===== config.mk =====
export PLATFORM = sky130hd
export DESIGN_NAME = dnn_stream_dma
export DESIGN_NICKNAME = d
export VERILOG_FILES = /design/src/rtl/dnn_stream_dma.sv
export SDC_FILE = /design/constraint.sdc
export NUM_CORES = 1
export LEC_CHECK = 0
export ABC_AREA = 1
export CORE_AREA = 3 3 220 222
export DETAILED_ROUTE_END_ITERATION = 8
export DIE_AREA = 0 0 223 225
export GPL_TIMING_DRIVEN = 0
export PLACE_DENSITY = 0.76
export SYNTH_ARGS = -nofsm -noshare
export SYNTH_HDL_FRONTEND = slang
export SYNTH_SLANG_ARGS = --single-unit

===== constraint.sdc =====
create_clock -name clk -period 9.2 [get_ports clk]
set_input_delay 1.38 -clock clk [delete_from_list [all_inputs] [get_ports clk]]
set_output_delay 1.38 -clock clk [all_outputs]
set_load 0.005 [all_outputs]

===== src/rtl/dnn_stream_dma.sv =====
// Host-side stream DMA: SRAM -> src stream transmitter and dst stream -> SRAM scatter receiver.
// Define DMA_LEN_CHECK_EN to enable RX length checking on rx_err (default: rx_err tied low).
module dnn_stream_dma #(
   parameter int DW     = 32,
   parameter int AW     = 16,
   parameter int FIFO_D = 2
) (
   input  logic            clk,
   input  logic            rst,
   input  logic            tx_start,
   input  logic [AW-1:0]   tx_base,
   input  logic [AW-1:0]   tx_len,
   output logic            tx_busy,
   output logic            tx_done,
   output logic            rd_en,
   output logic [AW-1:0]   rd_addr,
   input  logic [4*DW-1:0] rd_data,
   output logic            src_valid,
   output logic [DW-1:0]   src_data0,
   output logic [DW-1:0]   src_data1,
   output logic [DW-1:0]   src_data2,
   output logic [DW-1:0]   src_data3,
   output logic            src_last,
   input  logic            src_ready,
   input  logic            rx_start,
   input  logic [AW-1:0]   rx_base,
   input  logic [AW-1:0]   rx_len,
   output logic            rx_busy,
   output logic            rx_done,
   output logic [AW-1:0]   rx_count,
   output logic            rx_err,
   input  logic            dst_valid,
   input  logic [DW-1:0]   dst_data0,
   input  logic [DW-1:0]   dst_data1,
   input  logic [15:0]     dst_ptr0,
   input  logic [15:0]     dst_ptr1,
   input  logic            dst_last,
   output logic            dst_ready,
   output logic            wr_en0,
   output logic            wr_en1,
   output logic [AW-1:0]   wr_addr0,
   output logic [AW-1:0]   wr_addr1,
   output logic [DW-1:0]   wr_data0,
   output logic [DW-1:0]   wr_data1
);

   typedef enum logic {S_IDLE = 1'b0, S_RUN = 1'b1} state_t;

   localparam int PW  = $clog2(FIFO_D);
   localparam int CW  = PW + 1;
   localparam int OW  = PW + 2;
   localparam int AW1 = AW + 1;

   // ------------------------------------------------------------------ TX
   state_t          tx_state, tx_state_nx;
   logic [AW-1:0]   tx_base_q, tx_len_q, tx_issued, tx_sent;
   logic [4*DW-1:0] fifo_mem [FIFO_D];
   logic [PW-1:0]   fifo_wp, fifo_rp;
   logic [CW-1:0]   fifo_count;
   logic            rd_pending;
   logic            tx_pop, tx_last_hs;
   logic [OW-1:0]   tx_occ;
   logic [4*DW-1:0] head;

   // NOTE: state is updated with non-blocking assignments so every register sees pre-edge values.
   always_ff @(posedge clk or posedge rst) begin
      if (rst) tx_state <= S_IDLE;
      else     tx_state <= tx_state_nx;
   end

   always_comb begin
      tx_state_nx = tx_state;
      case (tx_state)
         S_IDLE: if (tx_start && tx_len != '0) tx_state_nx = S_RUN;
         S_RUN:  if (tx_last_hs)               tx_state_nx = S_IDLE;
      endcase
   end

   // NOTE: every signal gets a value on every path through this block, so no latches are inferred.
   always_comb begin
      tx_busy    = (tx_state == S_RUN);
      src_valid  = (fifo_count != '0);
      head       = src_valid ? fifo_mem[fifo_rp] : '0;
      src_last   = src_valid && (tx_sent == tx_len_q - AW'(1));
      tx_pop     = src_valid && src_ready;
      tx_last_hs = tx_pop && src_last;
      // Slots committed after this edge; a read may only be issued if one stays free.
      tx_occ     = OW'(fifo_count) + OW'(rd_pending) - OW'(tx_pop);
      rd_en      = tx_busy && (tx_issued < tx_len_q) && (tx_occ < OW'(FIFO_D));
      rd_addr    = tx_base_q + tx_issued;
   end

   assign src_data0 = head[0*DW +: DW];
   assign src_data1 = head[1*DW +: DW];
   assign src_data2 = head[2*DW +: DW];
   assign src_data3 = head[3*DW +: DW];

   always_ff @(posedge clk or posedge rst) begin
      if (rst) begin
         tx_base_q  <= '0;
         tx_len_q   <= '0;
         tx_issued  <= '0;
         tx_sent    <= '0;
         fifo_wp    <= '0;
         fifo_rp    <= '0;
         fifo_count <= '0;
         rd_pending <= 1'b0;
         tx_done    <= 1'b0;
      end else begin
         tx_done    <= tx_last_hs;
         rd_pending <= rd_en;
         if (tx_state == S_IDLE && tx_start) begin
            tx_base_q <= tx_base;
            tx_len_q  <= tx_len;
            tx_issued <= '0;
            tx_sent   <= '0;
            tx_done   <= (tx_len == '0);
         end
         if (rd_en)      tx_issued <= tx_issued + AW'(1);
         if (rd_pending) fifo_wp   <= fifo_wp + PW'(1);
         if (tx_pop) begin
            fifo_rp <= fifo_rp + PW'(1);
            tx_sent <= tx_sent + AW'(1);
         end
         fifo_count <= fifo_count + CW'(rd_pending) - CW'(tx_pop);
      end
   end

   // NOTE: the beat storage has no reset; head is gated by src_valid so unwritten slots never leak.
   always_ff @(posedge clk) begin
      if (rd_pending) fifo_mem[fifo_wp] <= rd_data;
   end

   // ------------------------------------------------------------------ RX
   state_t        rx_state, rx_state_nx;
   logic [AW-1:0] rx_base_q, rx_waddr0, rx_waddr1;
   logic          rx_accept;

   always_ff @(posedge clk or posedge rst) begin
      if (rst) rx_state <= S_IDLE;
      else     rx_state <= rx_state_nx;
   end

   always_comb begin
      rx_state_nx = rx_state;
      case (rx_state)
         S_IDLE: if (rx_start)              rx_state_nx = S_RUN;
         S_RUN:  if (rx_accept && dst_last) rx_state_nx = S_IDLE;
      endcase
   end

   always_comb begin
      rx_busy   = (rx_state == S_RUN);
      dst_ready = rx_busy;
      rx_accept = dst_valid && dst_ready;
      rx_waddr0 = rx_base_q + AW'(dst_ptr0);
      rx_waddr1 = rx_base_q + AW'(dst_ptr1);
   end

   always_ff @(posedge clk or posedge rst) begin
      if (rst) begin
         rx_base_q <= '0;
         rx_count  <= '0;
         rx_done   <= 1'b0;
         wr_en0    <= 1'b0;
         wr_en1    <= 1'b0;
         wr_addr0  <= '0;
         wr_addr1  <= '0;
         wr_data0  <= '0;
         wr_data1  <= '0;
      end else begin
         wr_en0  <= 1'b0;
         wr_en1  <= 1'b0;
         rx_done <= 1'b0;
         if (rx_state == S_IDLE && rx_start) begin
            rx_base_q <= rx_base;
            rx_count  <= '0;
         end
         if (rx_accept) begin
            // Colliding lanes: lane1 wins, so lane0's write is dropped.
            wr_en0   <= (rx_waddr0 != rx_waddr1);
            wr_en1   <= 1'b1;
            wr_addr0 <= rx_waddr0;
            wr_addr1 <= rx_waddr1;
            wr_data0 <= dst_data0;
            wr_data1 <= dst_data1;
            rx_count <= (&rx_count) ? rx_count : rx_count + AW'(1);
            rx_done  <= dst_last;
         end
      end
   end

`ifdef DMA_LEN_CHECK_EN
   logic [AW-1:0] rx_len_q;
   logic [AW:0]   rx_next_cnt;
   logic          rx_len_bad;

   always_comb begin
      rx_next_cnt = {1'b0, rx_count} + AW1'(1);
      // Short job on the last beat, or the expected count reached with more to come.
      rx_len_bad  = dst_last ? (rx_next_cnt != {1'b0, rx_len_q})
                             : (rx_next_cnt == {1'b0, rx_len_q});
   end

   always_ff @(posedge clk or posedge rst) begin
      if (rst) begin
         rx_len_q <= '0;
         rx_err   <= 1'b0;
      end else if (rx_state == S_IDLE && rx_start) begin
         rx_len_q <= rx_len;
         rx_err   <= 1'b0;
      end else if (rx_accept && rx_len_bad) begin
         rx_err   <= 1'b1;
      end
   end
`else
   logic rx_len_unused;
   assign rx_len_unused = ^rx_len;
   assign rx_err        = 1'b0;
`endif

endmodule

==> results of run 1 <==
## synth_stat cells, drive strengths merged, types with 3 or more instances
| cell type | instances | area [um^2] |
|---|---|---|
| or2 | 3 | 23.78 |
| inv | 168 | 630.6 |
| nor2 | 98 | 432.9 |
| fa | 4 | 80.08 |
| nand4 | 13 | 96.34 |
| nor3 | 21 | 167.7 |
| a31oi | 4 | 25.02 |
| o31ai | 3 | 22.52 |
| mux2i | 3 | 30.03 |
| buf | 16 | 87.58 |
| xnor2 | 19 | 166.4 |
| a211oi | 4 | 35.03 |
| ha | 66 | 825.8 |
| o21bai | 3 | 22.52 |
| xor2 | 43 | 376.6 |
| o22ai | 7 | 43.79 |
| a21oi | 189 | 964.7 |
| nand3b | 6 | 82.58 |
| nor4 | 4 | 25.02 |
| o21ai | 75 | 379.1 |
| dfrtp | 203 | 5080 |
| edfxtp | 256 | 7687 |
| nand2 | 968 | 3719 |
| clkbuf | 65 | 244.0 |
| nand3 | 104 | 575.6 |
## worst paths after layout
check,end,slack (ns),cells past startpoint,start
min in group asynchronous,tx_sent[12],1.27,2,rst
setup / recovery,rd_en,3.31,14,src_ready
hold / removal,wr_data1[28],0.48,2,wr_data1[28]
setup reg to reg,tx_issued[7],5.99,16,fifo_count[1]
hold reg to reg,wr_data1[28],0.48,2,wr_data1[28]
max in group asynchronous,wr_data1[4],6.87,3,rst
## layer usage
layer  vias to the layer above  share of wire
met5                         -        0.00078
met4                         8          0.024
met3                       111          0.090
met2                       648           0.49
met1                      9029           0.39
li1                       8955              -
## kinds of logic after synthesis
group	after synthesis	share of synthesized area
xor+xnor	62	0.02480
buf+inv	250	0.04435
other cells	1	0.0001713
simple gates	1218	0.2343
compound gates	291	0.07047
fa+ha+maj	70	0.04138
mux	3	0.001372
flops	459	0.5832
## report_power, final
| group | internal (W) | total (W) | switching (W) |
|---|---|---|---|
| clock network | 0.00113 | 0.00194 | 0.000812 |
| logic | 0.00161 | 0.00363 | 0.00202 |
| registers | 0.00266 | 0.00290 | 0.000238 |
## worst register-to-register path, cell delays in order (launching register included)
cell and delay, ns:
dfrtp_1 0.41, nor2_1 0.35, inv_2 0.15, nand2_4 0.18
inv_2 0.14, ha_1 0.29, inv_1 0.06, ha_1 0.13
inv_1 0.05, fa_1 0.47, inv_1 0.05, nor2_1 0.10
o2111a_1 0.21, nand2_2 0.13, buf_2 0.22, nand3_1 0.08
o21ai_0 0.09
## stage by stage
step / area (um^2) / setup TNS [ns] / power [W]
after global routing: 29840 / 0 / 0.008976
after CTS: 29840 / 0 / 0.008510
final: 29850 / 0 / 0.008471
after global placement: 28100 / -67.54 / 0.006482
after floorplan: 21890 / 0 / 0.004648
after detailed placement: 28260 / 0 / 0.006539
## flip-flops by register name (all words and copies together), names as in the netlist
register    cells
rx_done         1
tx_len_q       16
tx_done         1
fifo_count      2
tx_base_q      16
wr_addr1       16
rx_count       16
rd_pending      1
fifo_wp         1
dst_ready       1
wr_en1          1
fifo_mem      256
wr_data0       32
tx_issued      16
rx_base_q      16
wr_data1       32
tx_busy         1
wr_addr0       16
wr_en0          1
fifo_rp         1
tx_sent        16
## final cells by class
class,instances,area [um^2],share of cell area
Antenna cell,2,5.005,0.0001677
Buffer,81,331.6,0.01111
Clock buffer,67,1334,0.04469
Clock inverter,23,249.0,0.008342
Inverter,169,651.9,0.02184
Multi-Input combinational cell,1645,8162,0.2734
Sequential cell,459,12770,0.4277
Tap cell,607,759.5,0.02545
Timing Repair Buffer,550,5588,0.1872
==> reports/results.txt, run 1 <==
Status -> finished clean
Power Density -> 283.8 nW/um^2
Fmax -> 0.1699 GHz
Area delta synth->final -> 36.34%
CTS tree -> yes
Initial Util -> 0.4702
# DRC -> 0
First-pass GRT wire length -> 106.3 mm
Hold buffer count at CTS -> 0
Post-synthesis average cell area -> 9.300 um^2
ANT nets after route -> 0
Synth unique cells -> 54
Routability cong. -> 0.9407
Met1 usage in global routing -> 0.3344
GR Util met2 -> 0.4716
CP Launch Type -> input port
CTS clock-pin slew for the worst setup and hold paths -> 0.06 ns
Initial DRC count -> 1275
Proportion of layout cells with a drive suffix above 1 -> 0.05444
Core area -> 46560 um^2
Max cap viols -> 0
Seq cells post-synth -> 459
Vias -> 18750
Filler cell count -> 3738
Max VDD drop -> 0.0002377 V
Worst Tran Pin Value -> 0.9797 ns
Largest net degree at the start of global routing -> 131
Longest Clk Path Bufs -> 3
Max FO, Critical Path -> 9
CP endpoint kind -> primary output
Pre-antenna DRT Iters -> 5
Sink Count -> 459
Fin crit share -> 0.6399
Die Y -> 225 um
Met3 usage -> 0.07750
Combined buffer and inverter count along the critical path -> 7
Commonest non-fill, non-tap cell in the layout -> nand2_1
Worst min-delay path category -> register to register
Async SR Flop Fraction -> 0.4423
Skew-Pair Late Insertion Delay -> 0.59 ns
Critical path's slowest cell -> clkdlybuf4s50_1
Slew headroom -> 0.3453
Critical Path RT -> 7.82 ns
IO buf count -> 544
GRT Util Overall -> 0.2714
Fin Hold WS -> 0.4787 ns
CP delay by family, top -> buffers and inverters
Post-Syn Instances -> 2354
Postcts setup bufs -> 0
Final WL -> 70.16 mm
Max incr delay on CP -> 0.60 ns
Grt total ovfl -> 0
Yosys warnings -> 0
Die Width -> 223 um
Placed insts -> 3511
Row count -> 79
Commonest cells after routing, fill and taps aside -> nand2_1 (951), clkdlybuf4s50_1 (544), edfxtp_1 (256), dfrtp_1 (203), a21oi_1 (184)
Ports -> 562
Static Leak -> 12.95 nW
Final min period -> 5.887 ns
GRT busiest layer -> met2
Main flop type after synthesis -> edfxtp_1
Die area -> 50180 um^2
Most used cell, CP -> inv_1
Syn Std Cell Area -> 21890 um^2
Crit path DAT -> 4.51 ns
Final nets -> 3320
Root buffer cell -> clkbuf_16
Vias per inst -> 5.204
H-tree depth -> 2
Detailed-placement wirelength estimate -> 54.11 mm
Max-slew violation count -> 0
Final worst slack -> 3.313 ns
Post-route insts no fill -> 3603
Mapped Nets -> 2719
Total CTS buffers -> 49
Pre-CTS setup slack -> 3.333 ns
Crit path cell chain -> clkdlybuf4s50_1 -> nand2_4 -> inv_2 -> ha_1 -> inv_1 -> ha_1 -> inv_1 -> fa_1 -> inv_1 -> nor2_1 -> o2111a_1 -> nand2_2 -> inv_1 -> clkdlybuf4s50_1
Register area share after synthesis -> 0.5832
Setup Skew -> 0.03326 ns
WL/cell -> 19.47 um
Final setup viols -> 0
# resized after CTS -> 0
Final hold violation count -> 0
Vias in the first global route -> 18570
RSZ-0062 raised after global routing -> false
Initial antenna violation count -> 7
Post-synth EDFFs -> 256
Critical path class -> input port to primary output
Fin util -> 0.6411
No activity file was read; power rests on OpenSTA's default activity.
==> run 2, diff against run 1 <==
==> constraint.sdc (replaced) <==
create_clock -name clk -period 5.8 [get_ports clk]
set_input_delay 0.87 -clock clk [delete_from_list [all_inputs] [get_ports clk]]
set_output_delay 0.87 -clock clk [all_outputs]
set_load 0.005 [all_outputs]
==> reports/results.txt, run 2 (same netlist as run 1, synthesis figures left out) <==
Commonest cells after routing, fill and taps aside -> nand2_1 (951), clkdlybuf4s50_1 (544), edfxtp_1 (256), dfrtp_1 (203), a21oi_1 (184)
Hold path depth -> 2 (unchanged)
Hold buffer count at CTS -> 0 (unchanged)
Total CTS buffers -> 49 (unchanged)
CTS clock-pin slew for the worst setup and hold paths -> 0.06 ns (about the same)
ANT nets after route -> 0 (unchanged)
GRT Util Overall -> 0.2750 (+0.003563)
CTS tree -> yes
Worst Tran Pin Value -> 0.8283 ns (-0.1513 ns)
Row count -> 79 (unchanged)
Setup Skew -> 0.01353 ns (-0.01972 ns)
CP endpoint kind -> primary output
Sink Count -> 459 (unchanged)
Reg2Reg Depth -> 16 (unchanged)
Detailed-placement wirelength estimate -> 54.12 mm (about the same)
Max FO, Critical Path -> 9 (unchanged)
Core area -> 46560 um^2 (unchanged)
Pre-antenna DRT Iters -> 6 (+1)
Die Y -> 225 um (unchanged)
# resized after CTS -> 0 (unchanged)
Commonest non-fill, non-tap cell in the layout -> nand2_1
Critical path class -> register to primary output
Status -> finished clean
Power Density -> 449.1 nW/um^2 (+58%)
Biggest register -> fifo_mem
Slew headroom -> 0.4478 (+0.1024)
Filler cell count -> 3695 (-1.2%)
Vias -> 18920 (+0.88%)
IO buf count -> 544 (unchanged)
Final hold violation count -> 0 (unchanged)
Initial antenna violation count -> 4 (-3)
Grt total ovfl -> 0 (unchanged)
Vias in the first global route -> 18530 (-0.20%)
Die Width -> 223 um (unchanged)
Max-slew violation count -> 0 (unchanged)
Max reg flops -> 256 (unchanged)
Final WL -> 70.64 mm (+0.68%)
Static Leak -> 12.97 nW (+0.14%)
Routability cong. -> 0.9549 (+1.5%)
# DRC -> 0 (unchanged)
Largest net degree at the start of global routing -> 97 (-26%)
Initial Util -> 0.4702 (unchanged)
Final min period -> 4.997 ns
Biggest regs -> fifo_mem (256), wr_data0 (32), wr_data1 (32)
Overall power -> 0.01341 W (+58%)
Skew-Pair Late Insertion Delay -> 0.59 ns (about the same)
Crit path DAT -> 4.13 ns (-0.38 ns)
Post-route insts no fill -> 3606 (+0.083%)
Area delta synth->final -> 36.41% (about the same)
Die area -> 50180 um^2 (unchanged)
First-pass GRT wire length -> 107.2 mm (+0.85%)
RSZ-0062 raised after global routing -> false
Critical Path RT -> 4.93 ns (-2.89 ns)
Placed insts -> 3516 (+0.14%)
Proportion of layout cells with a drive suffix above 1 -> 0.05639 (+0.001948)
Initial DRC count -> 1444 (+13%)
Fmax -> 0.2001 GHz
Final setup viols -> 0 (unchanged)
Max VDD drop -> 0.0004174 V (+76%)
Fin crit share -> 0.8615
Root buffer cell -> clkbuf_16
Longest Clk Path Bufs -> 3 (unchanged)
Worst min-delay path category -> register to register
CP Launch Type -> register
Vias per inst -> 5.246 (+0.80%)
Final nets -> 3325 (+0.15%)
Ports -> 562 (unchanged)
WL/cell -> 19.59 um (+0.59%)
H-tree depth -> 2 (unchanged)
Max cap viols -> 0 (unchanged)
Postcts setup bufs -> 0 (unchanged)
[run 2: power by group]
| part | switching (W) | internal (W) |
|---|---|---|
| clock network | 0.00131 | 0.00169 |
| logic | 0.00326 | 0.00257 |
| registers | 0.000371 | 0.00422 |
| total | 0.00494 | 0.00847 |
[run 2: worst paths after layout]
kind                               startpoint            to  slack [ns]
worst max-delay path            fifo_count[1]         rd_en        0.80
worst min-delay path              wr_data0[8]   wr_data0[8]        0.48
worst max register to register  fifo_count[1]  tx_issued[3]        2.52
worst min register to register    wr_data0[8]   wr_data0[8]        0.48
max in group asynchronous                 rst   wr_data1[3]        4.17
min in group asynchronous                 rst  wr_data1[20]        0.57
[run 2: metal layers]
| layer | up-vias | part of all wire | GRT usage | wire [um] |
|---|---|---|---|---|
| met5 | - | 0.00033 | 0 | 23 |
| met1 | 9108 | 0.39 | 0.3380 | 27490 |
| li1 | 8953 | - | - | - |
| met4 | 4 | 0.034 | 0.09783 | 2397 |
| met3 | 139 | 0.090 | 0.07607 | 6329 |
| met2 | 712 | 0.49 | 0.4682 | 34400 |
[run 2: per-stage QoR]
step	hold WS [ns]	util	TNS, ns	area (um^2)	worst slack [ns]
final	0.4784	0.6414	0	29860	0.8031
after global routing	0.5038	0.6414	0	29860	0.6883
after CTS	0.4807	0.6413	0	29860	0.8101
after detailed placement	0.4639	0.6089	0	28350	0.9476
after global placement	0.4624	0.6036	-23.98	28100	-0.2072
after floorplan	0.4483	-	0	21900	1.604
[run 2: critical path, cell delays in order (launching register included)]
cell	delay, ns
dfrtp_1	0.42
nor2_1	0.35
inv_2	0.15
nand2_4	0.19
inv_2	0.14
ha_1	0.29
inv_1	0.05
ha_1	0.14
inv_1	0.05
fa_1	0.47
inv_1	0.05
nor2_1	0.12
o2111a_1	0.21
nand2_2	0.13
inv_1	0.19
clkdlybuf4s50_1	0.58
[run 2: layout make-up]
type | count | area [um^2] | share of cell area
Clock inverter | 22 | 188.9 | 0.006327
Sequential cell | 459 | 12770 | 0.4275
Multi-Input combinational cell | 1645 | 8162 | 0.2733
Buffer | 81 | 331.6 | 0.01110
Antenna cell | 2 | 5.005 | 0.0001676
Timing Repair Buffer | 555 | 5680 | 0.1902
Clock buffer | 66 | 1320 | 0.04420
Inverter | 169 | 648.1 | 0.02170
Tap cell | 607 | 759.5 | 0.02543
